`config.mk`:
```
export PLATFORM = sky130hd
export DESIGN_NAME = encrypt_seq
export DESIGN_NICKNAME = d
export VERILOG_FILES = /design/src/rtl/encrypt_seq.sv
export SDC_FILE = /design/constraint.sdc
export NUM_CORES = 1
export LEC_CHECK = 0
export BUFFER_PORTS_ARGS = -buffer_cell sky130_fd_sc_hd__buf_4
export CAP_MARGIN = 20
export CORE_MARGIN = 2
export CORE_UTILIZATION = 48
export CTS_BUF_LIST = sky130_fd_sc_hd__clkbuf_8
export CTS_CLUSTER_DIAMETER = 40
export CTS_CLUSTER_SIZE = 30
export DETAILED_ROUTE_END_ITERATION = 12
export PLACE_DENSITY_LB_ADDON = 0.3
export SYNTH_ARGS = -nofsm -noshare
export SYNTH_HDL_FRONTEND = slang
export SYNTH_SLANG_ARGS = --single-unit
```
`constraint.sdc`:
```
create_clock -name clk -period 2.35 [get_ports clk]
set_input_delay 0.3525 -clock clk [delete_from_list [all_inputs] [get_ports clk]]
set_output_delay 0.3525 -clock clk [all_outputs]
set_load 0.01 [all_outputs]
```
`src/rtl/encrypt_seq.sv`:
```
`default_nettype none
// ============================================================================
// Module   : encrypt_seq
// Purpose  : Front-end sequencer for the encrypt stage. Loads a 4-word block
//            into data memory, runs start/stop with encrypt, streams results.
// Options  : define ENCRYPT_SEQ_TIMEOUT_EN for the START/RUN watchdog and err.
// Revision : 1.0 - initial release
// ============================================================================
module encrypt_seq #(
  parameter int         TIMEOUT = 1023,
  parameter logic [8:0] RD_BASE = 9'd256
) (
  input  logic        clk,
  input  logic        reset,
  input  logic [31:0] s_data,
  input  logic        s_valid,
  output logic        s_ready,
  output logic [31:0] m_data,
  output logic        m_valid,
  output logic        m_last,
  input  logic        m_ready,
  output logic        mem_sel,
  output logic [8:0]  mem_addr,
  output logic [31:0] mem_wdata,
  output logic        mem_we,
  input  logic [31:0] mem_rdata,
  output logic [1:0]  enc_start,
  input  logic [2:0]  enc_stop,
  output logic        busy,
  output logic        err
);

  localparam logic [2:0] c_LOAD    = 3'd0;
  localparam logic [2:0] c_START   = 3'd1;
  localparam logic [2:0] c_RUN     = 3'd2;
  localparam logic [2:0] c_FETCH   = 3'd3;
  localparam logic [2:0] c_WAIT_RD = 3'd4;
  localparam logic [2:0] c_DRAIN   = 3'd5;

  localparam logic [2:0] c_STOP_ACK  = 3'b001;
  localparam logic [2:0] c_STOP_DONE = 3'b010;
  localparam logic [1:0] c_START_GO  = 2'b01;

  logic [2:0]  state_q, state_d;
  logic [1:0]  cnt_q, cnt_d;
  logic [31:0] m_data_q, m_data_d;
  logic        m_valid_q, m_valid_d;
  logic        m_last_q, m_last_d;
  logic [8:0]  mem_addr_q, mem_addr_d;
  logic [31:0] mem_wdata_q, mem_wdata_d;
  logic        mem_we_q, mem_we_d;
  logic [1:0]  enc_start_q, enc_start_d;
  logic        mem_sel_q, mem_sel_d;

  logic accept;
  logic in_enc;
  logic ack;
  logic done;
  logic wd_expire;

  assign s_ready = (state_q == c_LOAD);
  assign accept  = s_valid & s_ready;
  assign busy    = !((state_q == c_LOAD) && (cnt_q == 2'd0));
  assign in_enc  = (state_q == c_START) || (state_q == c_RUN);
  // An ack only counts once start is actually being driven to encrypt.
  assign ack     = (state_q == c_START) && (enc_start_q == c_START_GO) &&
                   (enc_stop == c_STOP_ACK);
  assign done    = (state_q == c_RUN) && (enc_stop == c_STOP_DONE);

`ifdef ENCRYPT_SEQ_TIMEOUT_EN
  localparam logic [9:0] c_TIMEOUT = 10'(TIMEOUT);

  logic [9:0] wd_q, wd_d;
  logic       err_q, err_d;

  assign wd_d      = in_enc ? wd_q + 10'd1 : 10'd0;
  assign wd_expire = in_enc && (wd_d == c_TIMEOUT);

  always_comb begin
    err_d = err_q;
    if (accept)    err_d = 1'b0;
    if (wd_expire) err_d = 1'b1;
  end

  always_ff @(posedge clk or negedge reset) begin
    if (!reset) begin
      wd_q  <= 10'd0;
      err_q <= 1'b0;
    end else begin
      wd_q  <= wd_d;
      err_q <= err_d;
    end
  end

  assign err = err_q;
`else
  logic unused_timeout;
  assign unused_timeout = (TIMEOUT != 0);
  assign wd_expire      = 1'b0;
  assign err            = 1'b0;
`endif

  always_ff @(posedge clk or negedge reset) begin
    if (!reset) begin
      state_q     <= c_LOAD;
      cnt_q       <= 2'd0;
      m_data_q    <= 32'd0;
      m_valid_q   <= 1'b0;
      m_last_q    <= 1'b0;
      mem_addr_q  <= 9'd0;
      mem_wdata_q <= 32'd0;
      mem_we_q    <= 1'b0;
      enc_start_q <= 2'b00;
      mem_sel_q   <= 1'b1;
    end else begin
      state_q     <= state_d;
      cnt_q       <= cnt_d;
      m_data_q    <= m_data_d;
      m_valid_q   <= m_valid_d;
      m_last_q    <= m_last_d;
      mem_addr_q  <= mem_addr_d;
      mem_wdata_q <= mem_wdata_d;
      mem_we_q    <= mem_we_d;
      enc_start_q <= enc_start_d;
      mem_sel_q   <= mem_sel_d;
    end
  end

  always_comb begin
    state_d = state_q;
    cnt_d   = cnt_q;
    case (state_q)
      c_LOAD: begin
        if (accept) begin
          cnt_d = cnt_q + 2'd1;
          if (cnt_q == 2'd3) state_d = c_START;
        end
      end
      c_START:   if (ack)  state_d = c_RUN;
      c_RUN:     if (done) state_d = c_FETCH;
      c_FETCH:   state_d = c_WAIT_RD;
      c_WAIT_RD: state_d = c_DRAIN;
      c_DRAIN: begin
        if (m_ready && m_valid_q) begin
          cnt_d   = cnt_q + 2'd1;
          state_d = (cnt_q == 2'd3) ? c_LOAD : c_FETCH;
        end
      end
      default: begin
        state_d = c_LOAD;
        cnt_d   = 2'd0;
      end
    endcase
    if (wd_expire) begin
      state_d = c_LOAD;
      cnt_d   = 2'd0;
    end
  end

  always_comb begin
    m_data_d    = m_data_q;
    m_valid_d   = m_valid_q;
    m_last_d    = m_last_q;
    mem_addr_d  = mem_addr_q;
    mem_wdata_d = mem_wdata_q;
    mem_we_d    = 1'b0;
    enc_start_d = enc_start_q;
    mem_sel_d   = mem_sel_q;
    case (state_q)
      c_LOAD: begin
        if (accept) begin
          mem_we_d    = 1'b1;
          mem_addr_d  = {7'b0, cnt_q};
          mem_wdata_d = s_data;
        end
      end
      c_START: begin
        // First START cycle keeps the port so the 4th write lands; start follows.
        mem_sel_d = 1'b0;
        if (ack)             enc_start_d = 2'b00;
        else if (!mem_sel_q) enc_start_d = c_START_GO;
      end
      c_RUN:     if (done) mem_sel_d = 1'b1;
      c_FETCH:   mem_addr_d = RD_BASE + {7'b0, cnt_q};
      c_WAIT_RD: begin
        m_data_d  = mem_rdata;
        m_valid_d = 1'b1;
        m_last_d  = (cnt_q == 2'd3);
      end
      c_DRAIN: begin
        if (m_ready && m_valid_q) begin
          m_valid_d = 1'b0;
          m_last_d  = 1'b0;
        end
      end
      default: begin
        enc_start_d = 2'b00;
        mem_sel_d   = 1'b1;
      end
    endcase
    if (wd_expire) begin
      enc_start_d = 2'b00;
      mem_sel_d   = 1'b1;
    end
  end

  assign m_data    = m_data_q;
  assign m_valid   = m_valid_q;
  assign m_last    = m_last_q;
  assign mem_addr  = mem_addr_q;
  assign mem_wdata = mem_wdata_q;
  assign mem_we    = mem_we_q;
  assign enc_start = enc_start_q;
  assign mem_sel   = mem_sel_q;

endmodule
`default_nettype wire

```
# Word-level counts from Yosys, hierarchy flattened
# Index checks and enable logic that the tools add are counted.
# totals
wordCells,73
out_inout_bits,82
reg_bits,84
input_bits,71
# op_classes
addsub,2
bitwise,4
n_reduce_logical,20
muxes,22
n_eq_ne,15
# op_table
operator,count
3-bit one-hot mux with 6 select lines,1
9-bit one-hot mux with 2 select lines,1
3-bit two-way mux,5
2-bit two-way mux,5
2-bit AND reduction,5
"9-bit by 2-bit adder with 9-bit output, first input constant",1
"3-bit by 2-bit == test with 1-bit output, second input constant",3
9-bit two-way mux,1
4-bit OR reduction,2
"3-bit by 1-bit == test with 1-bit output, second input constant",2
"3-bit == test, second input constant",2
"2-bit != test, second input constant",3
2-bit one-hot mux with 3 select lines,1
1-bit logical AND,5
5-bit AND reduction,1
5-bit OR reduction,1
1-bit two-way mux,4
"2-bit by 1-bit != test with 1-bit output, second input constant",2
1-bit one-hot mux with 2 select lines,2
2-bit one-hot mux with 2 select lines,1
2-bit nonzero test,2
3-bit zero test,1
"3-bit != test, second input constant",1
1-bit NOT,3
other kinds (8),8

# Longest topological paths before layout
# Gate-level depths: netlist of run 1.
# depth
word_depth,5
mapped_depth,5

# Worst setup path after synthesis of run 1
# No wires, ideal clock.
# synth_path
path_kind,register to register
start,reg state_q[2]
end,"reg mem_wdata_q[10], in the netlist mem_wdata[10]"
setup_slack_ns,0.722
n_path_buf,2
path_stages_with_launch,5
required_ns,2.225
period_less_slack_ns,1.628
arrival_time_ns,1.503
cell_sequence,dfrtp_1 buf_6 nor4b_4 buf_6 mux2_4
# synth_between
elab_chain_cells,3
# synth_lines
item,line,text
"start, declared",44,"logic [2:0] state_q, state_d;"
"start signal, assigned",105,state_q <= c_LOAD;
"start signal, assigned",116,state_q <= state_d;
3-bit zero test (*),"61, 169",
1-bit AND,62,assign accept = s_valid & s_ready;
2-bit AND reduction (no line) (*),n/a,
"end signal, assigned",122,mem_wdata_q <= mem_wdata_d;
"end, declared",50,"logic [31:0] mem_wdata_q, mem_wdata_d;"
# Mark *: on every way between the ends. The rest lies on a longest branch, timed or not.
# A chain may end at the register's enable or synchronous reset.

# Worst setup path in the final report of run 1
# layout_path
start,reg state_q[2]
end,"reg m_data_q[9], in the netlist m_data[9]"
# layout_between
elab_chain_cells,1
# layout_lines
item,line,text
3-bit == test,169,case (state_q)
"end signal, assigned",118,m_data_q <= m_data_d;
"end, declared",46,"logic [31:0] m_data_q, m_data_d;"
# Every way passes these cells.

==> flow_summary.ini, run 1 <==
[clock_tree]
clk_pin_slew_ps = 80
clk_latency_ps = 340
cts.sinks = 77
ctsHoldBuffers = 0
root_buffer = clkbuf_8
cts_max_path_buffers = 2
post-cts-setup-buffer-count = 0
cts_tree = built
cts_buffers = 9
cts_resized = 0
htree_levels = 3

[floorplanning]
fp.dieW_um = 86.9
fp.dieArea_um2 = 7550
num_io_pins = 153
core_um2 = 6720
die_y_um = 86.9
start_util = 0.491
rows = 30

[pwr]
total_power_mw = 2.99
p_per_area_nw_per_um2 = 635
irDropWorstVdd_v = 0.000428
power_leakage_nw = 2.47

[worst_setup_path]
reg2reg_from = state_q[2]$_DFFE_PN0P_
cp_top_family = flip-flops
worstPathMaxFanout = 32
critPathCaptureType = flop
cp.arrival_ps = 2060
critical_path.max_stage_delay_ps = 660
cp_num_buf_inv = 1
crit_chain = nand2b_1 > nor2_2 > buf_12 > mux2_2
cp_data_required_time_ps = 2570
reg2reg_slack_ps = 510
r2r_cells = 4
cp-start-kind = flop
worst-setup-path-type = flop to flop
cp_slowest_cell = dfrtp_1
reg2reg_to = m_data[9]$_DFFE_PN0P_

[timing]
setup-tns-final_ps = 0
hold_violations = 0
min_period_ps = 1840
rsz0062_at_grt = no
max_freq_mhz = 542
relSlewSlack = 0.556
finalSetupViolCount = 0
maxSlewViolCount = 0
skew_ps = 13.3
fin_crit_sh = 0.785
setup_slack_ps = 506
hold_slack_ps = 3.19
tightest_slew_ps = 658

[synth]
synth_seq_cells = 77
synthCells = 220
synth-edff-count = 0
synth_compound_area_frac = 0.0470
synth_simple_gate_area_frac = 0.0531
syn_area_per_cell_um2 = 15.0
synthFlopType = dfrtp_1
yosysSeqAreaShare = 0.585
ys_warn_count = 0
synth.area.mux_share = 0.257
synth_xor_area_frac = 0
async_reset_ff_frac = 1.00
synth_top_family_by_area = multiplexers
syn_area_um2 = 3300
synth_fa_ha_area_frac = 0.00759
synth_cell_type_count = 36

[route]
ant_nets = 0
totalWireLength_um = 6730
via_per_inst = 5.03
wl_per_cell_um = 14.9
drc = 0
drt-initial-drc-count = 88
via_count = 2270
firstDrtPassIters = 4

[run]
maxCapViolCount = 0

[finish]
layout.nets = 439
nFillCells = 476
antennaDiodeCount = 0
final_util = 0.701
stdcell_area_um2 = 4710
final_cells = 451
syn2layout_area_growth_pct = 42.8
drive_gt1_frac = 0.631

[place]
io_buffers = 144
pre_cts_ws_ps = 525
placed_area_um2 = 4420
dp_hpwl_um = 4850
gp_congestion = 0.846
placed_cells = 435

[global_route]
grt_pass1_vias = 2191
grt_pass1_wl_um = 10400
grt_use_total = 0.177
grt-ovfl-total = 0
grt_max_degree = 45
grt_antenna_before_repair = 0

[min_path]
hold_path.class = input pin to asynchronous set/reset pin

[outcome]
status = finished clean
-- cell usage in the layout, fill, tap and decap left out --
cell	instances
buf_4	144
dfrtp_1	76
mux2_2	38
mux2_4	28
nand2_1	9
clkbuf_8	9
conb_1	8
inv_1	6
a21oi_1	5
nand3_1	5
bufinv_16	5
nor2b_1	3
buf_12	3
nand2b_1	2
or3b_2	2
o221ai_1	2
a211o_1	2
a21o_1	2
o21ai_0	2
nand4_1	2
ha_1	2
nor3_1	1
nor4b_4	1
nor2_2	1
a31o_2	1
o211ai_1	1
a22o_1	1
nor2_1	1
a2111oi_0	1
nor4bb_1	1
o32ai_1	1
and2_1	1
o32a_1	1
o31ai_1	1
a32o_1	1
clkinv_4	1
dfstp_2	1
-- layout make-up --
class / count / area (µm²) / share of cell area
Clock buffer: 9 / 124 / 0.0263
Clock inverter: 7 / 163 / 0.0345
Inverter: 5 / 18.8 / 0.00399
Multi-Input combinational cell: 126 / 1230 / 0.262
Sequential cell: 77 / 1930 / 0.410
Tap cell: 80 / 100 / 0.0213
Timing Repair Buffer: 147 / 1140 / 0.242
-- metal layers --
metal  share of wire  vias to the layer above  GRT usage
met5               0                        -          0
met4          0.0059                        0     0.0526
met3            0.10                        4     0.0730
met2            0.47                      113      0.265
met1            0.42                     1101      0.236
li1                -                     1052          -
-- registers in the layout, summed over array words and instances, names as in the netlist --
name       count
mem_sel        1
m_valid        1
mem_addr       3
m_last         1
mem_wdata     32
state_q        3
m_data        32
mem_we         1
enc_start      1
cnt_q          2
-- logic make-up (layout without fill, tap and decap cells) --
logic type | after synthesis | count (layout)
adder cells (fa/ha/maj) | 2 | 2
flip-flops | 77 | 77
AO/OA/AOI/OAI | 21 | 21
AND/OR/NAND/NOR | 29 | 29
other | 1 | 8
multiplexers | 66 | 66
buffers and inverters | 24 | 168
-- cells in the mapped netlist, types with 3 or more instances --
master / count / area (µm²)
dfrtp_1: 76 / 1900
inv_1: 5 / 18.8
nor2b_1: 3 / 18.8
buf_6: 4 / 45.0
mux2_4: 28 / 420
buf_4: 11 / 82.6
mux2_2: 38 / 428
nand3_1: 5 / 25.0
clkbuf_1: 3 / 11.3
nand2_1: 9 / 33.8
a21oi_1: 5 / 25.0
-- where the power goes --
part           switching (mW)  leakage [nW]  internal (mW)  total [mW]
sequential             0.0188          1.02           1.35        1.37
combinational          0.0861          1.30          0.149       0.235
clock                   0.465         0.145          0.919        1.38
total                   0.570          2.47           2.42        2.99
-- worst max-delay path by stage --
stage / to / depth (start not counted) / from
5_1_grt: m_data[18]$_DFFE_PN0P_ / 4 / state_q[2]$_DFFE_PN0P_
6_report: m_data[9]$_DFFE_PN0P_ / 4 / state_q[2]$_DFFE_PN0P_
3_3_place_gp: mem_addr[1]$_DFFE_PN0P_ / 3 / state_q[0]$_DFFE_PN0P_
4_1_cts: m_data[30]$_DFFE_PN0P_ / 4 / state_q[2]$_DFFE_PN0P_
2_1_floorplan: mem_wdata[10]$_DFFE_PN0P_ / 4 / state_q[2]$_DFFE_PN0P_
3_5_place_dp: m_data[30]$_DFFE_PN0P_ / 4 / state_q[2]$_DFFE_PN0P_
Note: power is estimated with default switching activity, not from simulation.
==> run 2: changes to the inputs <==
--- a/config.mk
+++ b/config.mk
@@ -5,10 +5,11 @@
 export SDC_FILE = /design/constraint.sdc
 export NUM_CORES = 1
 export LEC_CHECK = 0
+export ABC_AREA = 1
 export BUFFER_PORTS_ARGS = -buffer_cell sky130_fd_sc_hd__buf_4
 export CAP_MARGIN = 20
 export CORE_MARGIN = 2
-export CORE_UTILIZATION = 48
+export CORE_UTILIZATION = 43
 export CTS_BUF_LIST = sky130_fd_sc_hd__clkbuf_8
 export CTS_CLUSTER_DIAMETER = 40
 export CTS_CLUSTER_SIZE = 30
==> constraint.sdc (replaced) <==
create_clock -name clk -period 1.5 [get_ports clk]
set_input_delay 0.225 -clock clk [delete_from_list [all_inputs] [get_ports clk]]
set_output_delay 0.225 -clock clk [all_outputs]
set_load 0.01 [all_outputs]
==> run 2 against run 1 <==
Sequential cell count unchanged. Clock power about the same. Worst setup slack got worse by 460 ps. Critical endpoint is now busy. Largest power group is now combinational cells.
==> flow_summary.ini, run 2 <==
[synth]
ys_warn_count = 0
synth_seq_cells = 77
yosysSeqAreaShare = 0.609
synthFlopType = dfrtp_1
async_reset_ff_frac = 1.00
synth-edff-count = 0
synth_top_cell_by_area = dfrtp_1
synth_top_area_frac = 0.601
synthCells = 373
syn_area_um2 = 3170
syn_area_per_cell_um2 = 8.49
synth_cell_type_count = 22
synthTopCellsByCount = nand2_1 (226), dfrtp_1 (76), buf_4 (14), inv_1 (12), nor2_1 (10)
synth_area_leaders = dfrtp_1 (60%), nand2_1 (27%), buf_4 (3.3%)
synth.most_common_cell = nand2_1

[pwr]
p_per_area_nw_per_um2 = 2050
total_power_mw = 9.44
power_leakage_nw = 2.65
p_comb_frac = 0.464
p_int_mw = 5.84
irDropWorstVdd_v = 0.000973
swShare = 0.381
power_switching_mw = 3.60
pwr-share-seq = 0.389
p_clk_frac = 0.147

[place]
placed_area_um2 = 4380
io_buffers = 144
gp_congestion = 0.822
dp_hpwl_um = 5670
placed_cells = 611

[finish]
stdcell_area_um2 = 4610
drive_gt1_frac = 0.346
antennaDiodeCount = 0
final_common_cell = nand2_1
final_cell_mix = nand2_1 (224), buf_4 (153), dfrtp_1 (75)
layout.nets = 602
syn2layout_area_growth_pct = 45.6
final_cells = 633

[route]
ant_nets = 0
totalWireLength_um = 7800
via_per_inst = 4.50
firstDrtPassIters = 4
wl_per_cell_um = 12.3
drt-initial-drc-count = 123
drc = 0
via_count = 2847

[timing]
skew_ps = 8.15
finalSetupViolCount = 0
setup-tns-final_ps = 0
min_period_ps = 1450
fin_crit_sh = 0.967
hold_slack_ps = 72.8
maxSlewViolCount = 0
rsz0062_at_grt = yes
hold_violations = 0
max_freq_mhz = 690

[floorplanning]
fp.dieW_um = 89.8
die_y_um = 89.8
core_um2 = 7180
rows = 31
fp.dieArea_um2 = 8070
num_io_pins = 153
start_util = 0.441

[clock_tree]
clk_latency_ps = 340
cts_max_path_buffers = 2
cts_tree = built
clk_pin_slew_ps = 80
cts_buffers = 9
cts.sinks = 77
htree_levels = 3
root_buffer = clkbuf_8

[min_path]
hold_path.class = input pin to flop
hold_path_depth = 3

[worst_setup_path]
cp-start-kind = flop
cp.arrival_ps = 1220
worst-setup-path-type = flop to output pin
r2r_cells = 7
cp_data_required_time_ps = 1270
worstPathMaxFanout = 3
critPathCaptureType = output pin

[global_route]
grt_antenna_before_repair = 0
grt_pass1_wl_um = 13000
grt-ovfl-total = 0
grt_use_total = 0.197
grt_pass1_vias = 2870
grt_max_degree = 34

[outcome]
status = finished clean

[run]
maxCapViolCount = 0
-- run 2: changes by cell type in the layout (fill, tap and decap cells not counted), moves of 5 or more --
cell | previous run | this run
buf_4 | 144 | 153
mux2_4 | 28 | 0
bufinv_16 | 5 | 0
mux2_2 | 38 | 0
nor2_1 | 1 | 10
nand2_1 | 9 | 224
-- run 2: metrics by stage --
| stage | utilization | setup WS [ps] |
|---|---|---|
| final | 0.643 | 50.2 |
| after global routing | 0.643 | -4.12 |
| after CTS | 0.639 | 24.1 |
| after detailed placement | 0.610 | 208 |
| after global placement | 0.610 | 267 |
| after floorplan | - | 267 |
-- run 2: final cells by class --
| class | count | area (µm²) |
|---|---|---|
| fill | 634 | 2560 |
| sequential | 77 | 1930 |
| timing repair buffer | 159 | 1250 |
| multi-input combinational | 268 | 1080 |
| clock buffer | 10 | 138 |
| tap | 99 | 124 |
| inverter | 14 | 52.6 |
| clock inverter | 6 | 38.8 |
-- run 2: cell families after synthesis --
| group | count (synthesis) | synth area share |
|---|---|---|
| AOI/OAI and AO/OA | 8 | 0.0138 |
| and+or+nand+nor | 250 | 0.308 |
| buffers and inverters | 35 | 0.0601 |
| DFF | 77 | 0.609 |
| other | 1 | 0.00118 |
| adders and majority gates | 2 | 0.00790 |
-- run 2: final timing paths --
check | startpoint | end | slack, ps
setup reg to reg | state_q[1]$_DFFE_PN0P_ | state_q[1]$_DFFE_PN0P_ | 90
setup / recovery | state_q[1]$_DFFE_PN0P_ | busy | 50
hold reg to reg | mem_wdata[30]$_DFFE_PN0P_ | mem_wdata[30]$_DFFE_PN0P_ | 480
hold / removal | s_data[10] | mem_wdata[10]$_DFFE_PN0P_ | 70
max in group asynchronous | reset | mem_wdata[25]$_DFFE_PN0P_ | 700
min in group asynchronous | reset | mem_wdata[17]$_DFFE_PN0P_ | 320
-- run 2: what timing repair did --
action                                  4_1_cts  5_1_grt
endpoints found under the hold margin        20        0
endpoints found under the setup margin        2        1
resized for setup                             2        4
pin swaps                                     1        3
buffers inserted                              2        3
hold buffers                                  1        0
-- run 2: per-layer routing --
| metal | global-route usage | share of wire |
|---|---|---|
| met5 | 0 | 0 |
| met4 | 0.0641 | 0.0090 |
| met3 | 0.0662 | 0.071 |
| met2 | 0.349 | 0.52 |
| met1 | 0.226 | 0.40 |
-- run 2: critical path, stage by stage, from the launching register on --
cell and delay (ps):
dfrtp_2 430, nor2_4 140, nand2_2 90, inv_2 70
nand2_2 40, buf_6 110
-- run 2: power by group through the flow --
stage | Sequential, mW | Clock [mW] | Combinational [mW]
6_report | 3.67 | 1.39 | 4.38
5_1_grt | 3.79 | 1.51 | 4.87
4_1_cts | 3.68 | 1.44 | 4.35
3_5_place_dp | 3.68 | 0 | 4.30
3_3_place_gp | 3.68 | 0 | 4.15
2_1_floorplan | 4.05 | 0 | 1.73
==> run 3: changes to the inputs <==
==> constraint.sdc (replaced) <==
create_clock -name clk -period 1.2 [get_ports clk]
set_input_delay 0.18 -clock clk [delete_from_list [all_inputs] [get_ports clk]]
set_output_delay 0.18 -clock clk [all_outputs]
set_load 0.01 [all_outputs]
==> run 3 against run 2 <==
The run now ends with setup timing left. Sequential power is 25% higher. Sequential cell count unchanged. Register-to-register slack got worse by 270 ps. Largest power group unchanged. First-iteration DRC count rose by 5.7%. Utilization grew 6.3 points. Worst hold slack got worse by 42 ps. Combinational power is 45% higher. Via count is 5.4% higher. Final cell count rose by 2.4%.
==> flow_summary.ini, run 3 (synthesis results as in run 2) <==
[outcome]
status = finished with violations
violations = setup timing

[timing]
skew_ps = 7.45
rsz0062_at_grt = yes
hold_slack_ps = 30.7
setup-tns-final_ps = -9060
setup_slack_ps = -183
min_period_ps = 1380
max_freq_mhz = 723
maxSlewViolCount = 0
fin_crit_sh = 1.15
finalSetupViolCount = 75
hold_violations = 0

[pwr]
power_leakage_nw = 2.89
p_comb_frac = 0.484
p_int_mw = 8.31
power_switching_mw = 4.79
swShare = 0.366
pwr-share-seq = 0.349
p_per_area_nw_per_um2 = 2590
irDropWorstVdd_v = 0.00128
p_clk_frac = 0.167

[route]
drt-initial-drc-count = 130
ant_nets = 0
wl_per_cell_um = 13.3
via_per_inst = 4.63
totalWireLength_um = 8600
firstDrtPassIters = 4
drc = 0
via_count = 3002

[clock_tree]
clk_pin_slew_ps = 80
cts_buffers = 9
htree_levels = 3
cts.sinks = 77
clk_latency_ps = 340
cts_max_path_buffers = 2
cts_tree = built
root_buffer = clkbuf_8

[floorplanning]
start_util = 0.441
fp.dieArea_um2 = 8070
fp.dieW_um = 89.8
num_io_pins = 153
die_y_um = 89.8
rows = 31
core_um2 = 7180

[finish]
drive_gt1_frac = 0.426
layout.nets = 617
antennaDiodeCount = 0
syn2layout_area_growth_pct = 59.9
final_cell_mix = nand2_1 (197), buf_4 (154), dfrtp_1 (76), nand2_2 (20), clkbuf_8 (11)
final_common_cell = nand2_1
stdcell_area_um2 = 5060

[worst_setup_path]
worstPathMaxFanout = 8
cp_num_buf_inv = 4
cp_data_required_time_ps = 1470
cp-start-kind = flop
worst-setup-path-type = flop to flop
cp_top_family = buffers and inverters
cp.arrival_ps = 1660
crit_chain = nor2_4 > buf_6 > nand3_4 > inv_4 > buf_6 > clkbuf_16 > nand2_1 > nand2_1
critical_path.max_stage_delay_ps = 430
critPathCaptureType = flop
cp_slowest_cell = dfrtp_1

[place]
gp_congestion = 0.807
placed_area_um2 = 4430
io_buffers = 144
dp_hpwl_um = 5600

[global_route]
grt_pass1_vias = 3034
grt_pass1_wl_um = 13700
grt_max_degree = 32
grt_antenna_before_repair = 0
grt_use_total = 0.208
grt-ovfl-total = 0

[run]
maxCapViolCount = 0

[min_path]
hold_path.class = input pin to flop
-- run 3: changes by cell type in the layout (fill, tap and decap cells not counted), moves of 2 or more --
cell	previous run	this run
nand2_1	224	197
nand2_2	3	20
nand2_4	0	10
buf_6	1	8
nor2_1	10	6
nor2_2	0	4
clkbuf_16	0	3
bufinv_16	0	2
clkinvlp_4	2	0
o21ai_0	2	0
-- run 3: cell type report --
| cell class | count | area (µm²) |
|---|---|---|
| fill | 553 | 2110 |
| tap | 99 | 124 |
| sequential | 77 | 1930 |
| inverter | 14 | 55.1 |
| clock inverter | 5 | 73.8 |
| multi-input combinational | 268 | 1230 |
| timing repair buffer | 174 | 1510 |
| clock buffer | 11 | 151 |
-- run 3: repair_timing --
| item | CTS | global route |
|---|---|---|
| setup endpoints to repair | 71 | 78 |
| hold buffers | 1 | 0 |
| setup buffers | 6 | 3 |
| resized for setup | 15 | 49 |
| endpoints found under the hold margin | 21 | 0 |
| pin swaps | 4 | 10 |
| cloned | 2 | 3 |
-- run 3: routing by layer --
layer | vias up | wire length, µm | GRT usage
li1 | 1461 | - | -
met1 | 1418 | 3510 | 0.247
met2 | 109 | 4310 | 0.353
met3 | 14 | 634 | 0.0578
met4 | 0 | 148 | 0.0910
met5 | - | 0 | 0
-- run 3: path summary, 6_finish.rpt --
kind	startpoint	end	slack, ps	cells after the start
min in group asynchronous	reset	mem_wdata[17]$_DFFE_PN0P_	280	2
max in group asynchronous	reset	m_data[31]$_DFFE_PN0P_	430	3
hold / removal	s_data[7]	mem_wdata[7]$_DFFE_PN0P_	30	3
setup reg to reg	state_q[0]$_DFFE_PN0P_	mem_wdata[25]$_DFFE_PN0P_	-180	8
setup / recovery	state_q[0]$_DFFE_PN0P_	mem_wdata[25]$_DFFE_PN0P_	-180	8
hold reg to reg	m_data[20]$_DFFE_PN0P_	m_data[20]$_DFFE_PN0P_	480	2
-- run 3: metrics by stage --
| step | worst slack (ps) | cells | power (mW) | util |
|---|---|---|---|---|
| final | -183 | 648 | 13.1 | 0.706 |
| after global routing | -257 | 648 | 14.0 | 0.706 |
| after CTS | -176 | 642 | 12.7 | 0.671 |
| after detailed placement | -64.4 | 617 | 10.1 | 0.617 |
| after global placement | 10.8 | 617 | 9.90 | 0.617 |
| after floorplan | -31.7 | 380 | 7.24 | - |
-- run 3: worst register-to-register path, cell delays in order, from the launching register on --
cell and delay [ps]:
dfrtp_1 430, nor2_4 140, buf_6 130, nand3_4 120, inv_4 100, buf_6 130, clkbuf_16 150, nand2_1 50
nand2_1 50
-- run 3: power by group through the flow --
stage / clock [mW] / combinational [mW] / sequential, mW
global route: 2.35 / 6.96 / 4.73
CTS: 2.23 / 5.91 / 4.57
floorplan: 0 / 2.18 / 5.06
detailed placement: 0 / 5.50 / 4.58
finish: 2.19 / 6.34 / 4.58
global placement: 0 / 5.34 / 4.56
